## src/rtl/cpu_pkg.sv

```systemverilog
// Shared CPU constants and types used by the register file and its bench.
package cpu_pkg;

    localparam int DATA_W = 16;
    localparam int NREGS  = 16;
    localparam int ADDR_W = 4;

    typedef logic [DATA_W-1:0] data_t;
    typedef logic [ADDR_W-1:0] reg_idx_t;

    typedef enum logic {
        IDLE,
        CLEAR
    } clr_state_t;

endpackage

```

## src/rtl/reg16_en.sv

```systemverilog
// Single register with async active-high reset, synchronous clear and load.
// Clear wins over load so a sweep always zeroes its target.
module reg16_en
    import cpu_pkg::*;
#(
    parameter int WIDTH = DATA_W
) (
    input  logic             clk_i,
    input  logic             rst_i,
    input  logic             load_i,
    input  logic             clr_i,
    input  logic [WIDTH-1:0] d_i,
    output logic [WIDTH-1:0] q_o
);

    logic [WIDTH-1:0] data_q;
    logic [WIDTH-1:0] data_d;

    always_comb begin
        data_d = data_q;
        if (clr_i) begin
            data_d = '0;
        end else if (load_i) begin
            data_d = d_i;
        end
    end

    always_ff @(posedge clk_i or posedge rst_i) begin
        if (rst_i) begin
            data_q <= '0;
        end else begin
            data_q <= data_d;
        end
    end

    assign q_o = data_q;

endmodule

```

## src/rtl/reg_bank16.sv

```systemverilog
// Sixteen-entry register file with single write port and a one-register-per-cycle
// bulk-clear sweep. Define REG_BANK_R0_ZERO_EN to hardwire r0 to zero.
module reg_bank16 #(
    parameter int WIDTH  = cpu_pkg::DATA_W,
    parameter int NREGS  = cpu_pkg::NREGS,
    parameter int ADDR_W = cpu_pkg::ADDR_W
) (
    input  logic              clk,
    input  logic              reset,
    input  logic              wr_en,
    input  logic [ADDR_W-1:0] wr_addr,
    input  logic [WIDTH-1:0]  wr_data,
    input  logic              clr_req,
    output logic              clr_busy,
    output logic              clr_done,
    output logic              wr_drop,
    output logic [WIDTH-1:0]  r0,
    output logic [WIDTH-1:0]  r1,
    output logic [WIDTH-1:0]  r2,
    output logic [WIDTH-1:0]  r3,
    output logic [WIDTH-1:0]  r4,
    output logic [WIDTH-1:0]  r5,
    output logic [WIDTH-1:0]  r6,
    output logic [WIDTH-1:0]  r7,
    output logic [WIDTH-1:0]  r8,
    output logic [WIDTH-1:0]  r9,
    output logic [WIDTH-1:0]  r10,
    output logic [WIDTH-1:0]  r11,
    output logic [WIDTH-1:0]  r12,
    output logic [WIDTH-1:0]  r13,
    output logic [WIDTH-1:0]  r14,
    output logic [WIDTH-1:0]  r15
);

    import cpu_pkg::*;

`ifdef REG_BANK_R0_ZERO_EN
    localparam bit R0Zero = 1'b1;
`else
    localparam bit R0Zero = 1'b0;
`endif

    clr_state_t        state_q, state_d;
    logic [ADDR_W-1:0] cnt_q, cnt_d;
    logic              busy_q, busy_d;
    logic              done_q, done_d;
    logic              drop_q, drop_d;
    logic              wrAccept;
    logic [WIDTH-1:0]  regVal [NREGS];

    // Writes are only honoured in IDLE; any write seen during the sweep is dropped.
    always_comb begin
        state_d  = state_q;
        cnt_d    = cnt_q;
        busy_d   = busy_q;
        done_d   = 1'b0;
        drop_d   = 1'b0;
        wrAccept = 1'b0;
        case (state_q)
            IDLE: begin
                if (wr_en) begin
                    if (R0Zero && (wr_addr == '0)) begin
                        drop_d = 1'b1;
                    end else begin
                        wrAccept = 1'b1;
                    end
                end
                if (clr_req) begin
                    state_d = CLEAR;
                    cnt_d   = '0;
                    busy_d  = 1'b1;
                end
            end
            CLEAR: begin
                drop_d = wr_en;
                cnt_d  = cnt_q + 1'b1;
                if (cnt_q == ADDR_W'(NREGS - 1)) begin
                    state_d = IDLE;
                    busy_d  = 1'b0;
                    done_d  = 1'b1;
                end
            end
            default: state_d = IDLE;
        endcase
    end

    always_ff @(posedge clk or posedge reset) begin
        if (reset) begin
            state_q <= IDLE;
            cnt_q   <= '0;
            busy_q  <= 1'b0;
            done_q  <= 1'b0;
            drop_q  <= 1'b0;
        end else begin
            state_q <= state_d;
            cnt_q   <= cnt_d;
            busy_q  <= busy_d;
            done_q  <= done_d;
            drop_q  <= drop_d;
        end
    end

    for (genvar i = 0; i < NREGS; i++) begin : gRegs
        if (R0Zero && (i == 0)) begin : gZero
            assign regVal[i] = '0;
        end else begin : gFlop
            logic loadEn;
            logic clrEn;
            assign loadEn = wrAccept && (wr_addr == ADDR_W'(i));
            assign clrEn  = (state_q == CLEAR) && (cnt_q == ADDR_W'(i));
            reg16_en #(.WIDTH(WIDTH)) uReg (
                .clk_i (clk),
                .rst_i (reset),
                .load_i(loadEn),
                .clr_i (clrEn),
                .d_i   (wr_data),
                .q_o   (regVal[i])
            );
        end
    end

    assign clr_busy = busy_q;
    assign clr_done = done_q;
    assign wr_drop  = drop_q;

    assign r0  = regVal[0];
    assign r1  = regVal[1];
    assign r2  = regVal[2];
    assign r3  = regVal[3];
    assign r4  = regVal[4];
    assign r5  = regVal[5];
    assign r6  = regVal[6];
    assign r7  = regVal[7];
    assign r8  = regVal[8];
    assign r9  = regVal[9];
    assign r10 = regVal[10];
    assign r11 = regVal[11];
    assign r12 = regVal[12];
    assign r13 = regVal[13];
    assign r14 = regVal[14];
    assign r15 = regVal[15];

endmodule
```

## config.mk

```make
export PLATFORM = sky130hd
export DESIGN_NAME = reg_bank16
export DESIGN_NICKNAME = d
export VERILOG_FILES = /design/src/rtl/cpu_pkg.sv /design/src/rtl/reg16_en.sv /design/src/rtl/reg_bank16.sv
export SDC_FILE = /design/constraint.sdc
export NUM_CORES = 1
export LEC_CHECK = 0
export ABC_AREA = 1
export CORE_UTILIZATION = 49
export CTS_CLUSTER_DIAMETER = 100
export DETAILED_ROUTE_END_ITERATION = 6
export PLACE_DENSITY = 0.88
export SYNTH_ARGS = -nofsm -noshare
export SYNTH_HDL_FRONTEND = slang
export SYNTH_SLANG_ARGS = --single-unit
```

## constraint.sdc

```tcl
create_clock -name clk -period 10.9 [get_ports clk]
set_input_delay 1.09 -clock clk [delete_from_list [all_inputs] [get_ports clk]]
set_output_delay 1.09 -clock clk [all_outputs]
set_load 0.005 [all_outputs]
```

==> metrics.yaml, run 1 <==
cts_resized: 0
grt_start_max_net_pins: 143
die_w_um: 151
reg2reg_slack_ns: 8.70
setup_violations: 0
wire_per_inst_um: 20.6
ys_types: 20
path_cells: "clkdlybuf4s50_1 > inv_8 > buf_4 > buf_4"
clkSinkCount: 264
whs_ns: 0.498
yosysWarningCount: 0
vias_per_cell: 5.61
worstSetupPathType: "primary input to asynchronous set/reset pin"
power_switching_w: 0.000840
slew_violations: 0
cp_data_required_time_ns: 11.50
drt_iter0_drc: 756
cp_slowest_cell: "buf_4"
timing.slew.headroom_pct: 14.1
synthToLayoutAreaGrowth_pct: 33.6
grt_antenna_before_repair: 1
cts_made_buffers: 27
hold_viol: 0
n_fill_cell: 1691
cp-endpoint: "gRegs[0].gFlop.uReg.q_o[8]$_DFFE_PP0P_"
initial_core_util_pct: 49.9
max_cap_viol_count: 0
vias: 9850
tightestPinTransition_ns: 1.29
ys_ff_latch: 264
wl_met3_mm: 3.76
cts_tree: "done"
crit_fanout: 142
placement_rows: 54
drt-pass1-iter-count: 5
htreeDepth: 1
clock_skew_ns: 0.0148
outcome: "finished, final reports clean"
cp-end-kind: "asynchronous set/reset pin"
first_global_vias: 9394
p_total_w: 0.00284
worst_path_most_repeated_cell: "buf_4"
cts.hold.buffers_added: 0
path_depth: 4
hold_path_class: "register to register"
synth-seq-area-share_pct: 60.9
peakVddDrop_uv: 122
crit_path_start: "reset"
fin_crit_ns: 3.35
hpwlAfterDp_mm: 23.3
cp_top_family: "buffers and inverters"
place_congestion: 0.825
nNetsFinal: 1484
top_layer: "met4"
post_cts_buffers: 0
setup_tns_ns: 0
grt_remaining_overflow: 0
final_util_pct: 66.6
netlist_instances: 1225
rsz0062_at_grt: "false"
portBuffers: 282
arrival_ns: 3.95
switching_share_pct: 29.6
power_leakage_nw: 7.50
critPathMaxStageDelay_ns: 0.89
worstPathBufferInverterCount: 4
io_pins: 283
fmax_ghz: 0.299
setup_ws_ns: 7.55
drcViolationCount: 0
r2r-start: "state_q$_DFF_PP0_"
fp.dieH_um: 151
p_comb_share_pct: 24.0
power_density_mw_per_mm2: 196
pre_cts_slack_ns: 6.96
p_int_w: 0.00200
cts_root_buf: "clkbuf_16"
clk_path_buf_depth: 3
power_frac_clock_pct: 31.8
clk_pin_slew_ns: 0.06
worstRegToRegCells: 5
drive_gt1_share_pct: 4.75
critPathLaunchType: "primary input"
postRouteAntennaNets: 0
met1Wirelength_mm: 13.6
syn_nets: 1253
fp.coreArea_mm2: 0.0218
drt-total-wl_mm: 36.1
syn_area_per_cell_um2: 8.86
syn_area_mm2: 0.0108
met2_length_mm: 17.1
grt_pass1_wl_mm: 53.8
r2r-end: "gRegs[3].gFlop.uReg.q_o[8]$_DFFE_PP0P_"
clock_latency_ns: 0.53
power_frac_seq_pct: 44.1
grt_util_all_layers_pct: 31.5
die_area_mm2: 0.0227
finalCritPeriodShare_pct: 30.7
[cells in the final DEF, fill, tap and decap left out, types with 7 or more instances in the layout]
cell type,netlist,final
clkdlybuf4s50_1,0,282
clkbuf_16,0,27
nor2_4,13,13
nand2_1,539,539
nand3_1,270,270
nor2_1,11,11
clkbuf_1,51,7
inv_1,23,22
dfrtp_1,264,264
clkbuf_8,0,7
[worst min-delay path by stage]
stage	startpoint	end	slack, ns	depth (start not counted)
after floorplan	clr_busy$_DFFE_PP0P_	clr_busy$_DFFE_PP0P_	0.49	2
after global placement	gRegs[4].gFlop.uReg.q_o[13]$_DFFE_PP0P_	gRegs[4].gFlop.uReg.q_o[13]$_DFFE_PP0P_	0.48	2
after detailed placement	gRegs[6].gFlop.uReg.q_o[5]$_DFFE_PP0P_	gRegs[6].gFlop.uReg.q_o[5]$_DFFE_PP0P_	0.49	2
after CTS	gRegs[13].gFlop.uReg.q_o[13]$_DFFE_PP0P_	gRegs[13].gFlop.uReg.q_o[13]$_DFFE_PP0P_	0.50	2
after global routing	gRegs[9].gFlop.uReg.q_o[13]$_DFFE_PP0P_	gRegs[9].gFlop.uReg.q_o[13]$_DFFE_PP0P_	0.51	2
final	gRegs[6].gFlop.uReg.q_o[5]$_DFFE_PP0P_	gRegs[6].gFlop.uReg.q_o[5]$_DFFE_PP0P_	0.50	2
[logic make-up after synthesis]
| group | synth area share, % |
|---|---|
| compound gates | 0.265 |
| simple gates | 33.5 |
| buf+inv | 4.89 |
| flops | 60.9 |
| fa+ha+maj | 0.461 |
[registers in the layout (all words and copies together) (netlist names)]
register / count
cnt_q: 4
clr_done: 1
gRegs.gFlop.uReg.q_o: 256
wr_drop: 1
clr_busy: 1
state_q: 1
[worst reg2reg max path: stages, from the launching register on]
cell and delay (ns):
dfrtp_1 0.50, nor2_4 0.44, nand3_2 0.43, inv_1 0.52
nand2_1 0.11, nand2_1 0.13
[layout make-up]
type	instances	area [um2]	share of cell area, %
Sequential cell	264	6610	45.6
Inverter	27	109	0.751
Timing Repair Buffer	285	2850	19.6
Clock inverter	7	66.3	0.458
Antenna cell	2	5.00	0.0345
Clock buffer	41	798	5.51
Tap cell	280	350	2.42
Multi-Input combinational cell	851	3710	25.6
[power groups by stage]
stage               Clock [W]  Combinational [W]  Sequential (W)
floorplan                   0           0.000262         0.00125
global placement            0           0.000653         0.00126
detailed placement          0           0.000677         0.00126
CTS                  0.000912           0.000682         0.00125
global route         0.000952           0.000742         0.00127
finish               0.000904           0.000682         0.00125
[per-stage QoR]
stage | instance area, um2 | instances
2_1_floorplan | 10800 | 1225
3_3_place_gp | 13600 | 1707
3_5_place_dp | 13600 | 1707
4_1_cts | 14500 | 1755
5_1_grt | 14500 | 1755
6_report | 14500 | 1757
[cells in the mapped netlist]
cell,count,area share [%]
inv_2,4,0.14
nand3_1,270,12
dfrtp_1,264,61
nor2_2,2,0.12
a22o_1,1,0.081
o21ai_0,3,0.14
inv_1,23,0.80
clkbuf_1,51,1.8
nand3_2,4,0.37
nand2_1,539,19
a21oi_1,1,0.046
ha_1,4,0.46
buf_6,9,0.93
nor2_1,11,0.38
nor2_4,13,1.3
buf_1,1,0.035
nand2_2,2,0.12
buf_2,13,0.60
buf_4,9,0.62
nand4_1,1,0.058
[per-layer routing]
layer,global-route usage [%],up-vias
met1,40.6,4828
met5,0,-
met2,49.1,539
met4,16.8,0
met3,7.80,119
li1,-,4364
Power figures use the tool's default switching activity.
==> run 2: changes to the inputs <==
==> constraint.sdc (replaced) <==
create_clock -name clk -period 3.1 [get_ports clk]
set_input_delay 0.31 -clock clk [delete_from_list [all_inputs] [get_ports clk]]
set_output_delay 0.31 -clock clk [all_outputs]
set_load 0.005 [all_outputs]
==> run 2 against run 1 <==
Compared with the run above: total power rose to 3.5 times the previous value; worst hold slack lost 0.29 ns; wire length is 2.2% lower; clock-buffer cell count decreased by 3; via count is 0.70% lower; sequential cell count did not move; non-clock buffer count up 18; sequential share of layout area down 0.43 points.
==> metrics.yaml, run 2 (synthesis results as in run 1) <==
outcome: "finished, final reports clean"
cp_slowest_cell: "dfrtp_1"
die_area_mm2: 0.0227  # unchanged
hpwlAfterDp_mm: 23.3  # about the same
postRouteAntennaNets: 0  # unchanged
cp-endpoint: "gRegs[3].gFlop.uReg.q_o[5]$_DFFE_PP0P_"
cp_data_required_time_ns: 3.56  # -7.94 ns
grt_start_max_net_pins: 88  # -38%
arrival_ns: 2.62  # -1.33 ns
final_util_pct: 67.2  # +0.63 points
vias: 9781  # -0.70%
io_pins: 283  # unchanged
placement_rows: 54  # unchanged
cp-end-kind: "register"
multiInputGateArea_mm2: 0.00371  # unchanged
fp.dieH_um: 151  # unchanged
initial_core_util_pct: 49.9  # unchanged
clock_skew_ns: 0.0135  # -0.00137 ns
largest_reg_flops: 256  # unchanged
cts_root_buf: "clkbuf_16"
drt-pass1-iter-count: 6  # +1
worstPathBufferInverterCount: 1  # -3
path_cells: "nor2_4 > nand3_2 > inv_1 > nand2_1 > nand2_1"
wire_per_inst_um: 19.9  # -3.1%
setup_ws_ns: 0.941  # -6.61 ns
fp.coreArea_mm2: 0.0218  # unchanged
r2r-start: "state_q$_DFF_PP0_"
worst_path_most_repeated_cell: "nand2_1"
portBuffers: 282  # unchanged
synthToLayoutAreaGrowth_pct: 34.8
power_density_mw_per_mm2: 676  # +240%
slew_violations: 0  # unchanged
grt_antenna_before_repair: 1  # unchanged
cp_top_family: "simple AND/OR/NAND/NOR gates"
cts_resized: 0  # unchanged
vias_per_cell: 5.52  # -1.6%
crit_fanout: 20  # -86%
first_global_vias: 9427  # +0.35%
clk_pin_slew_ns: 0.07  # about the same
drive_gt1_share_pct: 5.70  # +0.95 points
layout_common_cells: "539 x nand2_1, 282 x clkdlybuf4s50_1, 270 x nand3_1"
drt_iter0_drc: 689  # -8.9%
clkSinkCount: 264  # unchanged
critPathMaxStageDelay_ns: 0.51  # -0.38 ns
clock_latency_ns: 0.53  # about the same
timing.slew.headroom_pct: 29.5  # +15 points
n_fill_cell: 1610  # -4.8%
place_congestion: 0.855  # +3.6%
power_leakage_nw: 7.57  # +0.93%
clk_path_buf_depth: 3  # unchanged
cts_tree: "done"
cts_made_buffers: 27  # unchanged
post_cts_buffers: 0  # unchanged
drcViolationCount: 0  # unchanged
fmax_ghz: 0.463
hold_viol: 0  # unchanged
grt_util_all_layers_pct: 30.7  # -0.74 points
worstSetupPathType: "register to register"
hold_path_class: "primary input to asynchronous set/reset pin"
pre_cts_slack_ns: 0.698  # -6.26 ns
critPathLaunchType: "register"
finalCritPeriodShare_pct: 69.6
cts.hold.buffers_added: 0  # unchanged
tightestPinTransition_ns: 1.05  # -0.231 ns
drt-total-wl_mm: 35.3  # -2.2%
reg2reg_slack_ns: 0.94  # -7.76 ns
max_cap_viol_count: 0  # unchanged
grt_remaining_overflow: 0  # unchanged
final_common_cell: "nand2_1"
peakVddDrop_uv: 362  # +200%
r2r-end: "gRegs[3].gFlop.uReg.q_o[5]$_DFFE_PP0P_"
fin_cells: 1773  # +0.91%
crit_path_start: "state_q$_DFF_PP0_"
regArea_mm2: 0.00661  # unchanged
path_depth: 5  # +1
grt_pass1_wl_mm: 52.8  # -1.7%
rsz0062_at_grt: "false"
dp.cells: 1725  # +1.1%
die_w_um: 151  # unchanged
htreeDepth: 1  # unchanged
nNetsFinal: 1502  # +1.2%
worstRegToRegCells: 5  # unchanged
fin_crit_ns: 2.16
setup_violations: 0  # unchanged
run 2: changes by cell type in the layout (fill, tap and decap cells not counted), sizes merged:
cell,delta
buf,+18
clkbuf,-3
clkinv,-1
clkinvlp,+2
diode,-1
inv,+1
run 2: layout make-up:
class,instances,share of cell area (%)
Tap cell,280,2.39
Clock inverter,9,0.582
Sequential cell,264,45.2
Inverter,27,0.718
Timing Repair Buffer,303,20.7
Antenna cell,1,0.0171
Multi-Input combinational cell,851,25.4
Clock buffer,38,5.04
run 2: report_power, final:
group / switching, W / leakage, nW / total [W] / internal [W]
Clock: 0.00133 / 0.398 / 0.00307 / 0.00174
Sequential: 0.000403 / 3.65 / 0.00440 / 0.00400
Combinational: 0.00121 / 3.51 / 0.00241 / 0.00120
Total: 0.00294 / 7.57 / 0.00989 / 0.00694
run 2: metrics by stage:
step           instance area [um2]  hold WS (ns)  TNS (ns)  total power, W
5_1_grt                      14600         0.251         0          0.0103
3_3_place_gp                 13800         0.479         0         0.00674
3_5_place_dp                 13800         0.486         0         0.00684
2_1_floorplan                10900         0.414   -183.09         0.00533
6_report                     14600         0.208         0         0.00989
4_1_cts                      14600         0.228         0         0.00989
run 2: per-layer routing:
| layer | track usage (%) | vias to the layer above | wire length [um] | part of all wire (%) |
|---|---|---|---|---|
| li1 | - | 4400 | - | - |
| met1 | 39.8 | 4757 | 13500 | 38 |
| met2 | 48.2 | 518 | 16500 | 47 |
| met3 | 8.28 | 104 | 3860 | 11 |
| met4 | 14.3 | 2 | 1500 | 4.2 |
| met5 | 0 | - | 12 | 0.034 |
run 2: worst min path at each step:
stage / from / endpoint / cells after the start
floorplan: wr_en / wr_drop$_DFF_PP0_ / 2
global placement: gRegs[2].gFlop.uReg.q_o[14]$_DFFE_PP0P_ / gRegs[2].gFlop.uReg.q_o[14]$_DFFE_PP0P_ / 2
detailed placement: gRegs[6].gFlop.uReg.q_o[5]$_DFFE_PP0P_ / gRegs[6].gFlop.uReg.q_o[5]$_DFFE_PP0P_ / 2
CTS: reset / gRegs[14].gFlop.uReg.q_o[2]$_DFFE_PP0P_ / 2
global route: reset / gRegs[10].gFlop.uReg.q_o[5]$_DFFE_PP0P_ / 2
finish: reset / gRegs[14].gFlop.uReg.q_o[2]$_DFFE_PP0P_ / 2
==> run 3: changes to the inputs <==
--- a/config.mk
+++ b/config.mk
@@ -6,10 +6,10 @@
 export NUM_CORES = 1
 export LEC_CHECK = 0
 export ABC_AREA = 1
-export CORE_UTILIZATION = 49
+export CORE_UTILIZATION = 44
 export CTS_CLUSTER_DIAMETER = 100
 export DETAILED_ROUTE_END_ITERATION = 6
-export PLACE_DENSITY = 0.88
+export PLACE_DENSITY = 0.84
 export SYNTH_ARGS = -nofsm -noshare
 export SYNTH_HDL_FRONTEND = slang
 export SYNTH_SLANG_ARGS = --single-unit
==> constraint.sdc (replaced) <==
create_clock -name clk -period 1.75 [get_ports clk]
set_input_delay 0.175 -clock clk [delete_from_list [all_inputs] [get_ports clk]]
set_output_delay 0.175 -clock clk [all_outputs]
set_load 0.005 [all_outputs]
==> run 3 against run 2 <==
Compared with the run above: combinational power rose by 86%; sequential cell count did not move; clock power grew 83%; largest cell class unchanged; critical path depth down 4; sequential power increased by 78%; worst setup slack got worse by 0.87 ns; final area is 4.9% higher; worst hold slack worse by 0.12 ns; utilization shrank 3.9 points; global-route usage decreased by 1.9 points; wire length grew 3.0%; via count up 3.0%.
==> metrics.yaml, run 3 (synthesis results as in run 1) <==
grt_pass1_wl_mm: 56.6  # +7.1%
path_cells: "clkdlybuf4s50_1"
worstPathBufferInverterCount: 1  # unchanged
peakVddDrop_uv: 643  # +78%
hold_path_class: "primary input to asynchronous set/reset pin"
nNetsFinal: 1558  # +3.7%
fin_cells: 1876  # +5.8%
pre_cts_slack_ns: -0.0366  # -0.734 ns
timing.slew.headroom_pct: 58.6  # +29 points
slew_violations: 0  # unchanged
io_pins: 283  # unchanged
crit_fanout: 2  # -90%
tightestPinTransition_ns: 0.621  # -0.433 ns
final_common_cell: "nand2_1"
crit_path_start: "gRegs[10].gFlop.uReg.q_o[14]$_DFFE_PP0P_"
r2r-start: "cnt_q[0]$_DFFE_PP0P_"
die_area_mm2: 0.0253  # +11%
final_util_pct: 63.3  # -3.9 points
vias_per_cell: 5.37  # -2.7%
max_cap_viol_count: 0  # unchanged
cts.hold.buffers_added: 0  # unchanged
dp.cells: 1824  # +5.7%
hpwlAfterDp_mm: 24.0  # +3.0%
portBuffers: 282  # unchanged
cts_tree: "done"
busiest_layer: "met2"
finalCritPeriodShare_pct: 95.8
power_density_mw_per_mm2: 1170  # +73%
cp_data_required_time_ns: 1.57  # -1.99 ns
cp-end-kind: "primary output"
cts_root_buf: "clkbuf_16"
postRouteAntennaNets: 0  # unchanged
cp_slowest_cell: "clkdlybuf4s50_1"
cts_made_buffers: 27  # unchanged
fp.dieH_um: 159  # +5.5%
vias: 10100  # +3.0%
clk_pin_slew_ns: 0.06  # about the same
clk_path_buf_depth: 3  # unchanged
first_global_vias: 9974  # +5.8%
fmax_ghz: 0.597
outcome: "finished, final reports clean"
place_congestion: 0.877  # +2.5%
use_met3_pct: 7.01  # -1.3 points
largest_reg_flops: 256  # unchanged
critPathLaunchType: "register"
hold_viol: 0  # unchanged
fin_crit_ns: 1.68
synthToLayoutAreaGrowth_pct: 41.5
n_fill_cell: 1924  # +20%
cp_top_family: "buffers and inverters"
grt_antenna_before_repair: 2  # +1
setup_ws_ns: 0.0743  # -0.867 ns
grt_remaining_overflow: 0  # unchanged
htreeDepth: 1  # unchanged
clock_skew_ns: 0.0329  # +0.0195 ns
grt_start_max_net_pins: 117  # +33%
clock_latency_ns: 0.55  # +0.02 ns
critPathMaxStageDelay_ns: 0.62  # +0.11 ns
multiInputGateArea_mm2: 0.00372  # +0.34%
rsz0062_at_grt: "false"
initial_core_util_pct: 44.7  # -5.1 points
fp.coreArea_mm2: 0.0242  # +11%
grt_use_met1_pct: 37.0  # -2.8 points
p_total_w: 0.0179  # +82%
drt-total-wl_mm: 36.4  # +3.0%
drt-pass1-iter-count: 6  # unchanged
grt_util_all_layers_pct: 28.9  # -1.9 points
drcViolationCount: 0  # unchanged
setup_violations: 0  # unchanged
clkSinkCount: 264  # unchanged
die_w_um: 159  # +5.5%
grt_use_met2_pct: 46.4  # -1.8 points
drt_iter0_drc: 836  # +21%
layout_common_cells: "535 x nand2_1, 282 x clkdlybuf4s50_1, 270 x nand3_1"
placement_rows: 57  # +5.6%
drive_gt1_share_pct: 9.87  # +4.2 points
regArea_mm2: 0.00661  # unchanged
power_leakage_nw: 7.91  # +4.6%
wire_per_inst_um: 19.4  # -2.6%
worstSetupPathType: "register to primary output"
setup_tns_ns: 0  # unchanged
arrival_ns: 1.50  # -1.12 ns
==> run 3: changes by cell type in the layout (fill, tap and decap cells not counted), moves of 4 or more <==
cell / before / now
clkbuf_1: 9 / 5
clkbuf_8: 2 / 10
nand2_1: 539 / 535
buf_12: 4 / 18
nand2_2: 2 / 6
buf_4: 17 / 59
==> run 3: power by group <==
part / switching, W / internal (W)
registers: 0.000742 / 0.00709
logic: 0.00220 / 0.00229
clock network: 0.00236 / 0.00326
==> run 3: what timing repair did <==
item,4_1_cts,5_1_grt
endpoints found under the hold margin,0,0
resized for setup,0,6
setup endpoints to repair,0,62
setup buffers,0,1
==> run 3: path summary, 6_finish.rpt <==
path,slack [ns],cells after the start,endpoint
setup / recovery,0.07,1,r10[14]
setup reg to reg,0.16,7,gRegs[15].gFlop.uReg.q_o[9]$_DFFE_PP0P_
hold / removal,0.09,3,gRegs[14].gFlop.uReg.q_o[1]$_DFFE_PP0P_
min in group clk,0.22,3,wr_drop$_DFF_PP0_
hold reg to reg,0.50,2,gRegs[13].gFlop.uReg.q_o[6]$_DFFE_PP0P_
max in group asynchronous,1.06,3,gRegs[0].gFlop.uReg.q_o[14]$_DFFE_PP0P_
==> run 3: area by class of cell <==
class                   instances  area share [%]
diodes                          2          0.0326
clock buffers                  42            5.42
clock inverters                 7           0.277
inverters                      27           0.709
multi-input cells             851            24.3
flip-flops and latches        264            43.0
well taps                     324            2.64
repair buffers                359            23.6
==> run 3: per-stage QoR <==
step / instance area (um2) / hold WS (ns)
after floorplan: 10900 / 0.279
after global placement: 14400 / 0.480
after detailed placement: 14400 / 0.485
after CTS: 15300 / 0.0802
after global routing: 15400 / 0.108
final: 15400 / 0.0883
==> run 3: layer usage <==
layer	up-vias	share of wire [%]	wire length (um)
met5	-	0	0
met4	0	4.6	1660
met3	117	11	3830
met2	604	47	17100
met1	4839	38	13900
li1	4511	-	-
